===== config.mk =====
export PLATFORM = sky130hd
export DESIGN_NAME = kmer_window_ctrl
export DESIGN_NICKNAME = d
export VERILOG_FILES = /design/src/rtl/kmer_window_ctrl_pkg.sv /design/src/rtl/kmer_window_shift.sv /design/src/rtl/kmer_window_ctrl.sv
export SDC_FILE = /design/constraint.sdc
export NUM_CORES = 1
export LEC_CHECK = 0
export ABC_AREA = 0
export CAP_MARGIN = 40
export CORE_UTILIZATION = 47
export DETAILED_ROUTE_END_ITERATION = 8
export MAX_ROUTING_LAYER = met4
export PLACE_DENSITY_LB_ADDON = 0.12
export SYNTH_ARGS = -nofsm -noshare
export SYNTH_HDL_FRONTEND = slang
export SYNTH_SLANG_ARGS = --single-unit

===== constraint.sdc =====
create_clock -name clk -period 1.6 [get_ports clk]
set_input_delay 0.24 -clock clk [delete_from_list [all_inputs] [get_ports clk]]
set_output_delay 0.24 -clock clk [all_outputs]
set_load 0.02 [all_outputs]

===== src/rtl/kmer_window_ctrl_pkg.sv =====
// Shared definitions for the k-mer window controller.
// Contents: nucleotide symbol encodings, default parameter values,
// the controller FSM state type and a small symbol classification helper.
// The optional ambiguous-base skipping feature is enabled by defining
// the macro SKIP_AMBIG_EN when building kmer_window_ctrl.
package kmer_window_ctrl_pkg;

    localparam int DEF_SYM_W = 3;
    localparam int DEF_K     = 4;
    localparam int DEF_LEN_W = 16;

    localparam logic [2:0] SYM_A = 3'd0;
    localparam logic [2:0] SYM_C = 3'd1;
    localparam logic [2:0] SYM_G = 3'd2;
    localparam logic [2:0] SYM_T = 3'd3;
    localparam logic [2:0] SYM_N = 3'd4;

    typedef enum logic [1:0] {
        ST_IDLE = 2'd0,
        ST_FILL = 2'd1,
        ST_EMIT = 2'd2,
        ST_DONE = 2'd3
    } state_t;

    // True when the symbol is the ambiguous base N.
    function automatic logic is_sym_n(input logic [2:0] sym);
        return (sym == SYM_N);
    endfunction

endpackage


===== src/rtl/kmer_window_shift.sv =====
// K-symbol shift window register.
// Ports:
//   clk, reset : clock and synchronous active-low reset
//   en         : shift sym into the window this cycle
//   clr        : clear the window to zero (has priority over en)
//   dir        : 1 = new symbol enters at LSB, 0 = new symbol enters at MSB
//   sym        : symbol to shift in
//   win        : registered window contents
module kmer_window_shift
    import kmer_window_ctrl_pkg::*;
#(
    parameter int SYM_W = DEF_SYM_W,
    parameter int K     = DEF_K
) (
    input  logic                 clk,
    input  logic                 reset,
    input  logic                 en,
    input  logic                 clr,
    input  logic                 dir,
    input  logic [SYM_W-1:0]     sym,
    output logic [K*SYM_W-1:0]   win
);

    localparam int WIN_W = K * SYM_W;

    logic [WIN_W-1:0] win_r;

    // Window register: clear wins over shift; direction picks the entry end.
    always_ff @(posedge clk) begin
        if (!reset) begin
            win_r <= {WIN_W{1'b0}};
        end else if (clr) begin
            win_r <= {WIN_W{1'b0}};
        end else if (en) begin
            if (dir) begin
                win_r <= {win_r[WIN_W-SYM_W-1:0], sym};
            end else begin
                win_r <= {sym, win_r[WIN_W-1:SYM_W]};
            end
        end else begin
            win_r <= win_r;
        end
    end

    assign win = win_r;

endmodule


===== src/rtl/kmer_window_ctrl.sv =====
// K-mer window sequencer for the alignment accelerator.
// After a start pulse it consumes seq_len symbols over a valid/ready stream,
// shifts them into a K-symbol window and hands each complete window, with the
// 0-based position of its newest symbol, to the seed comparator.
// Ports:
//   clk, reset          : clock, synchronous active-low reset
//   start, dir, seq_len : command; dir/seq_len sampled when start is seen in IDLE
//   sym_in, sym_valid, sym_ready : symbol input stream
//   win_out, win_pos, win_valid, win_ready : window output stream
//   busy                : high while filling or emitting
//   done                : one-cycle pulse when the read is finished
// Optional build macro SKIP_AMBIG_EN: an accepted N symbol restarts the
// window, so no emitted window ever contains N.
module kmer_window_ctrl
    import kmer_window_ctrl_pkg::*;
#(
    parameter int SYM_W = DEF_SYM_W,
    parameter int K     = DEF_K,
    parameter int LEN_W = DEF_LEN_W
) (
    input  logic                 clk,
    input  logic                 reset,
    input  logic                 start,
    input  logic                 dir,
    input  logic [LEN_W-1:0]     seq_len,
    input  logic [SYM_W-1:0]     sym_in,
    input  logic                 sym_valid,
    output logic                 sym_ready,
    output logic [K*SYM_W-1:0]   win_out,
    output logic                 win_valid,
    input  logic                 win_ready,
    output logic [LEN_W-1:0]     win_pos,
    output logic                 busy,
    output logic                 done
);

    localparam int               CNT_W     = $clog2(K + 1);
    localparam logic [CNT_W-1:0] FILL_FULL = CNT_W'(K);
    localparam logic [CNT_W-1:0] FILL_ZERO = {CNT_W{1'b0}};
    localparam logic [LEN_W-1:0] LEN_K     = LEN_W'(K);
    localparam logic [LEN_W-1:0] LEN_ZERO  = {LEN_W{1'b0}};
    localparam logic [LEN_W-1:0] LEN_ONE   = LEN_W'(1'b1);

    state_t             state_r;
    state_t             state_nxt_s;
    logic               dir_r;
    logic [LEN_W-1:0]   seq_len_r;
    logic [LEN_W-1:0]   consumed_r;
    logic [LEN_W-1:0]   win_pos_r;
    logic [CNT_W-1:0]   fill_cnt_r;
    logic [LEN_W-1:0]   consumed_inc_s;
    logic [CNT_W-1:0]   fill_inc_s;
    logic [CNT_W-1:0]   fill_nxt_s;
    logic               start_go_s;
    logic               accept_s;
    logic               ambig_s;
    logic               win_clr_s;
    logic               sym_ready_s;
    logic               win_valid_s;
    logic               busy_s;
    logic               done_s;

    assign start_go_s = (state_r == ST_IDLE) && start;
    assign accept_s   = (state_r == ST_FILL) && sym_valid;

`ifdef SKIP_AMBIG_EN
    assign ambig_s = is_sym_n(sym_in);
`else
    assign ambig_s = 1'b0;
`endif

    // A new command clears the window; an accepted N restarts it.
    assign win_clr_s = start_go_s || (accept_s && ambig_s);

    // Counter increments; fill count saturates at K and restarts on N.
    always_comb begin
        consumed_inc_s = consumed_r + LEN_ONE;
        if (fill_cnt_r == FILL_FULL) begin
            fill_inc_s = FILL_FULL;
        end else begin
            fill_inc_s = fill_cnt_r + CNT_W'(1'b1);
        end
        if (ambig_s) begin
            fill_nxt_s = FILL_ZERO;
        end else begin
            fill_nxt_s = fill_inc_s;
        end
    end

    // FSM state register.
    always_ff @(posedge clk) begin
        if (!reset) begin
            state_r <= ST_IDLE;
        end else begin
            state_r <= state_nxt_s;
        end
    end

    // FSM next-state logic.
    always_comb begin
        state_nxt_s = state_r;
        case (state_r)
            ST_IDLE: begin
                if (start) begin
                    if (seq_len < LEN_K) begin
                        state_nxt_s = ST_DONE;
                    end else begin
                        state_nxt_s = ST_FILL;
                    end
                end else begin
                    state_nxt_s = ST_IDLE;
                end
            end
            ST_FILL: begin
                if (accept_s) begin
                    if (fill_nxt_s == FILL_FULL) begin
                        state_nxt_s = ST_EMIT;
`ifdef SKIP_AMBIG_EN
                    end else if (consumed_inc_s == seq_len_r) begin
                        // Read ran out before another full window could form.
                        state_nxt_s = ST_DONE;
`endif
                    end else begin
                        state_nxt_s = ST_FILL;
                    end
                end else begin
                    state_nxt_s = ST_FILL;
                end
            end
            ST_EMIT: begin
                if (win_ready) begin
                    if (consumed_r == seq_len_r) begin
                        state_nxt_s = ST_DONE;
                    end else begin
                        state_nxt_s = ST_FILL;
                    end
                end else begin
                    state_nxt_s = ST_EMIT;
                end
            end
            ST_DONE: begin
                state_nxt_s = ST_IDLE;
            end
            default: begin
                state_nxt_s = ST_IDLE;
            end
        endcase
    end

    // FSM output decode; depends on the state register only.
    always_comb begin
        sym_ready_s = 1'b0;
        win_valid_s = 1'b0;
        busy_s      = 1'b0;
        done_s      = 1'b0;
        case (state_r)
            ST_IDLE: begin
                busy_s = 1'b0;
            end
            ST_FILL: begin
                sym_ready_s = 1'b1;
                busy_s      = 1'b1;
            end
            ST_EMIT: begin
                win_valid_s = 1'b1;
                busy_s      = 1'b1;
            end
            ST_DONE: begin
                done_s = 1'b1;
            end
            default: begin
                busy_s = 1'b0;
            end
        endcase
    end

    // Command latch and read counters. win_pos takes the pre-increment count,
    // i.e. the index of the symbol just shifted in.
    always_ff @(posedge clk) begin
        if (!reset) begin
            dir_r      <= 1'b0;
            seq_len_r  <= LEN_ZERO;
            consumed_r <= LEN_ZERO;
            fill_cnt_r <= FILL_ZERO;
            win_pos_r  <= LEN_ZERO;
        end else if (start_go_s) begin
            dir_r      <= dir;
            seq_len_r  <= seq_len;
            consumed_r <= LEN_ZERO;
            fill_cnt_r <= FILL_ZERO;
        end else if (accept_s) begin
            consumed_r <= consumed_inc_s;
            fill_cnt_r <= fill_nxt_s;
            win_pos_r  <= consumed_r;
        end
    end

    kmer_window_shift #(
        .SYM_W (SYM_W),
        .K     (K)
    ) u_shift (
        .clk   (clk),
        .reset (reset),
        .en    (accept_s),
        .clr   (win_clr_s),
        .dir   (dir_r),
        .sym   (sym_in),
        .win   (win_out)
    );

    assign sym_ready = sym_ready_s;
    assign win_valid = win_valid_s;
    assign busy      = busy_s;
    assign done      = done_s;
    assign win_pos   = win_pos_r;

endmodule

; Word level (Yosys, flattened, before mapping)
; Cells that the tools add are included.
; Widths: inputs -> output; s select.
[totals]
regBits = 66
ram_bits = 0
mem_bits_ro = 0
memories = 0
latchBits = 0
input_bits = 25
[op_classes]
reduce_logical = 6
n_addsub = 2
magnitude_cmp = 1
shifts = 0
div = 0
eq_ne = 6
n_mul = 0
muxes = 13
bitwise_logic = 2
[op_table]
columns = op, count
row1 = $add 16x1->16 const B, 1
row2 = $eq 16x16->1, 1
row3 = $lt 16x3->1 const B, 1
row4 = $mux 12, 1
row5 = $mux 2, 6
row6 = $pmux 2 s4, 1
row7 = $eq 3x3->1 const B, 2
row8 = $eq 2x2->1 const B, 2
row9 = $mux 1, 4
row10 = $reduce_or 2->1, 2
row11 = $add 3x1->3 const B, 1
row12 = $mux 3, 1
row13 = $eq 2x1->1 const B, 1
row14 = $logic_and 1x1->1, 2
row15 = $logic_not 2->1, 1
row16 = $not 1->1, 2
row17 = $reduce_and 2->1, 1

; Longest topological paths before layout
[depth]
word_depth = 6
ltp_mapped = 8
ltp_nobuf = 7

; Cells and area by module
; From an unflattened synthesis, not the netlist that was laid out.
[hier_totals]
hier_cells = 348
area_unflattened_um2 = 3046.7
[modules_own_cells]
columns = module, cells_per_inst, seq_area_each_um2, area_per_inst_um2, instances
row1 = kmer_window_ctrl, 295, 1081.0, 2521.2, 1
row2 = kmer_window_shift, 53, 240.2, 525.5, 1

; Least setup slack after synthesis
; Ideal clock, no wire load.
[synth_timing]
path_type = reg2reg
from = register state_r[1]
to = register consumed_r[13]
arrival_ns = 1.611
path_slack_ns = -0.138
synth_period_minus_slack_ns = 1.738
stages_incl_launch_ff = 8
setup_time_ns = 0.128
path_cell_list = dfxtp_1 inv_1 ha_1 nand2_1 nor4_4 nand3_1 xor2_1 nor2_1
[synth_via]
elab_chain_len = 3
word_cells_on_any_way = 5
cone_classes = eq/ne: 1 / reduce/logical: 4
[synth_rtl]
columns = element, line_no
row1 = start: declaration, kmer_window_ctrl.sv:44  ; state_t state_r;
row2 = start signal: assignment, kmer_window_ctrl.sv:95  ; state_r <= state_nxt_s;
row3 = $logic_not 2->1, kmer_window_ctrl.sv:63  ; assign start_go_s = (state_r == ST_IDLE) && start;
row4 = $logic_and 1x1->1, kmer_window_ctrl.sv:63
row5 = $reduce_or 2->1 (no line), --
row6 = end signal: assignment, kmer_window_ctrl.sv:192  ; consumed_r <= consumed_inc_s;
row7 = end: declaration, kmer_window_ctrl.sv:48  ; logic [LEN_W-1:0] consumed_r;
; Parallel ways exist; a longest one is shown, timed or not.
; A chain may end at the register's enable or synchronous reset.

; Worst setup path after layout
[layout_timing]
from = register u_shift.win_r[2] (netlist: u_shift.win[2])
to = output port win_out[2]
[layout_rtl]
columns = element, line_no
row1 = start: declaration, kmer_window_shift.sv:26  ; logic [WIN_W-1:0] win_r;
row2 = start signal: assignment, kmer_window_shift.sv:31  ; win_r <= {WIN_W{1'b0}};
row3 = start signal: assignment, kmer_window_shift.sv:33  ; win_r <= {WIN_W{1'b0}};
row4 = start signal: assignment, kmer_window_shift.sv:36  ; win_r <= {win_r[WIN_W-SYM_W-1:0], sym};
row5 = end: declaration, kmer_window_ctrl.sv:29  ; output logic [K*SYM_W-1:0] win_out,
; No word-level cell between the ends.

==> flow_metrics.py <==
metrics = {
    "run_status": {
        "status": "completed",
    },
    "critical_path": {
        "crit_required_ns": 1.36,
        "crit_type": "reg2out",
        "r2r-end": "state_r[1]",
        "worstPathArrival_ns": 1.32,
        "critPathMaxStageDelay_ns": 0.62,
        "cp_top_family": "buffers and inverters",
        "reg2reg_setup_slack_ns": 0.07,
        "critPathCaptureType": "primary output",
        "crit_fanout": 3,
        "crit_buf_inv": 1,
        "reg2reg_from": "fill_cnt_r[1]",
        "worstPathCellList": "clkdlybuf4s50_1",
        "worstSetupStartpointType": "flop",
        "rr_worst_depth": 8,
        "slowest_stage": "clkdlybuf4s50_1",
    },
    "layout": {
        "nNetsFinal": 458,
        "multi_input_area_mm2": 0.001645,
        "syn_to_final_growth_pct": 34.91,
        "drive_gt1_frac": 0.1512,
        "regArea_mm2": 0.001328,
        "fillers": 527,
        "n_antenna_cell": 0,
        "instances_no_fill": 505,
    },
    "yosys": {
        "synth_seq_area_share": 0.4353,
        "synth_compound_area_frac": 0.1331,
        "yosys_warnings": 0,
        "synth_top_area_frac": 0.4353,
        "synth_cell_types": 41,
        "synthXorXnorAreaFrac": 0.08656,
        "muxShareOfSynthArea": 0.04287,
        "synth_nets": 383,
        "netlist_area_mm2": 0.003035,
        "synthAdderAreaFrac": 0.03298,
        "yosysTopAreaCell": "dfxtp_1",
        "ys.flop_type": "dfxtp_1",
        "synth_top_family_by_area": "simple AND/OR/NAND/NOR gates",
        "syn_area_per_cell_um2": 8.673,
        "synth-edff-count": 0,
        "ys_ff_latch": 66,
        "synth.top_cells.by_area": "dfxtp_1 (44%), nand2_1 (9.8%), a21boi_0 (8.2%)",
        "synthCells": 350,
        "synth-simple-area-share": 0.2317,
        "async_reset_ff_frac": 0,
    },
    "drt": {
        "first_pass_iters": 4,
        "viasPerCell": 5.063,
        "drt_iter0_drc": 118,
        "ant_nets": 0,
        "drcViolationCount": 0,
        "num_vias": 2557,
        "routedWlPerCell_um": 13.25,
        "totalWireLength_mm": 6.692,
    },
    "min_path": {
        "worstHoldPathType": "reg2reg",
        "worstHoldEndpoint": "win_pos[11]",
        "worstHoldPathCells": 2,
        "hold_start": "win_pos[11]",
    },
    "place": {
        "pre_cts_slack_ns": -0.1448,
        "dp_cells": 489,
        "hpwlAfterDp_mm": 4.926,
        "portBuffers": 56,
        "gp_congestion": 0.8694,
    },
    "die": {
        "die_h_um": 82.37,
        "die_x_um": 82.37,
        "start_util": 0.5008,
        "core_area_mm2": 0.006061,
        "rows": 28,
        "dieArea_mm2": 0.006784,
        "ios": 57,
    },
    "clock_network": {
        "clk_pin_slew_ns": 0.07,
        "cts_tree": "yes",
        "htreeDepth": 3,
        "postCtsSetupBuffers": 0,
        "cts_made_buffers": 9,
        "clock-sinks": 66,
        "clock_path_buffers": 2,
        "clock_latency_ns": 0.34,
        "root_buffer": "clkbuf_8",
    },
    "power": {
        "netSwitchingFraction": 0.2374,
        "seqPwrFrac": 0.492,
        "p_leak_nw": 1.601,
        "switchingPower_mw": 0.8262,
        "peakVddDrop_mv": 0.4842,
        "clock_power_share": 0.408,
        "p_comb_frac": 0.100,
        "intPower_mw": 2.653,
        "power.total_mw": 3.480,
        "p_per_area_mw_per_mm2": 849.7,
    },
    "sta": {
        "clock_skew_ns": 0.007593,
        "slew_headroom": 0.7522,
        "hold_ws_ns": 0.4555,
        "rsz0062_at_grt": "false",
        "tightest_slew_ns": 0.3684,
        "fin_tns_setup_ns": 0,
        "min_period_ns": 1.559,
        "setup_ws_ns": 0.04109,
        "hold_viol": 0,
        "fin_crit_sh": 0.9743,
        "finalSetupViolCount": 0,
        "fmax_mhz": 641.5,
        "final_max_slew_viol_count": 0,
    },
    "global_route": {
        "antenna_found_initial": 0,
        "grt_overflow_total": 0,
        "grtUsageTotal": 0.2327,
        "grt_pass1_vias": 2436,
        "grt_first_pass_wirelength_mm": 11.43,
        "grt_max_degree": 27,
    },
    "job": {
        "cap_violations": 0,
    },
}
## per-layer routing
layer / up-vias / part of all wire / global-route usage
li1: 1329 / - / -
met1: 1149 / 0.49 / 0.2963
met2: 63 / 0.44 / 0.3479
met3: 16 / 0.039 / 0.04505
met4: 0 / 0.026 / 0.1228
met5: - / 0 / -
## power groups by stage
stage	Clock (mW)	Sequential, mW	Combinational (mW)
global route	1.55	1.72	0.385
CTS	1.46	1.71	0.349
global placement	0	1.75	0.344
floorplan	0	1.75	0.180
finish	1.42	1.71	0.348
detailed placement	0	1.75	0.348
## what timing repair did
action / CTS / global route
pin swaps: 0 / 1
hold buffers: 0 / 0
resized for setup: 18 / 18
setup endpoints to repair: 20 / 37
## through the flow
| stage | utilization | instance area [µm²] |
|---|---|---|
| 2_1_floorplan | - | 3040 |
| 3_3_place_gp | 0.6360 | 3855 |
| 3_5_place_dp | 0.6360 | 3855 |
| 4_1_cts | 0.6718 | 4071 |
| 5_1_grt | 0.6757 | 4095 |
| 6_report | 0.6757 | 4095 |
## Yosys cell counts, types with 7 or more instances
library cell and number:
nand2_1 79, a21boi_0 33, xnor2_1 11, buf_2 9
xor2_1 19, clkbuf_1 9, ha_1 8, dfxtp_1 66
nor2_1 33, a211oi_1 12, nand3_1 7, mux2i_1 13
## area by class of cell
| type | count | share of cell area |
|---|---|---|
| Multi-Input combinational cell | 258 | 0.4018 |
| Sequential cell | 66 | 0.3242 |
| Timing Repair Buffer | 85 | 0.1968 |
| Clock buffer | 11 | 0.03697 |
| Tap cell | 75 | 0.02291 |
| Clock inverter | 5 | 0.01283 |
| Inverter | 5 | 0.004583 |
## worst max-delay path by stage
| stage | startpoint | to | slack, ns | cells past startpoint |
|---|---|---|---|---|
| detailed placement | sym_valid | u_shift.win[8] | -0.14 | 5 |
| global route | u_shift.win[2] | win_out[2] | 0.0005 | 1 |
| floorplan | state_r[1] | u_shift.win[1] | 0.02 | 6 |
| CTS | state_r[1] | consumed_r[14] | -0.006 | 6 |
| finish | u_shift.win[2] | win_out[2] | 0.04 | 1 |
| global placement | sym_valid | u_shift.win[11] | -0.10 | 5 |
## sequential cells by signal (all words and copies together), names as in the netlist
signal       flops
state_r          2
dir_r            1
fill_cnt_r       3
u_shift.win     12
consumed_r      16
win_pos         16
seq_len_r       16
## cells in the final DEF, fill, tap and decap left out, types with 5 or more instances in the layout
| cell type | instances |
|---|---|
| xor2_1 | 19 |
| a211oi_1 | 12 |
| nand3_1 | 7 |
| dfxtp_2 | 5 |
| a21oi_1 | 5 |
| nor4_1 | 5 |
| xnor2_1 | 11 |
| dfxtp_1 | 61 |
| mux2i_1 | 13 |
| a21boi_0 | 28 |
| clkbuf_8 | 11 |
| ha_1 | 5 |
| a21boi_1 | 5 |
| clkdlybuf4s50_1 | 46 |
| nor2_1 | 33 |
| dlygate4sd2_1 | 5 |
| nand2_1 | 78 |
| buf_4 | 25 |
## kinds of logic after synthesis
logic type | after synthesis
flip-flops | 66
multiplexers | 13
buffers and inverters | 26
AND/OR/NAND/NOR | 150
AO/OA/AOI/OAI | 57
XOR/XNOR | 30
adder cells (fa/ha/maj) | 8
Note: power is estimated with default switching activity, not from simulation.
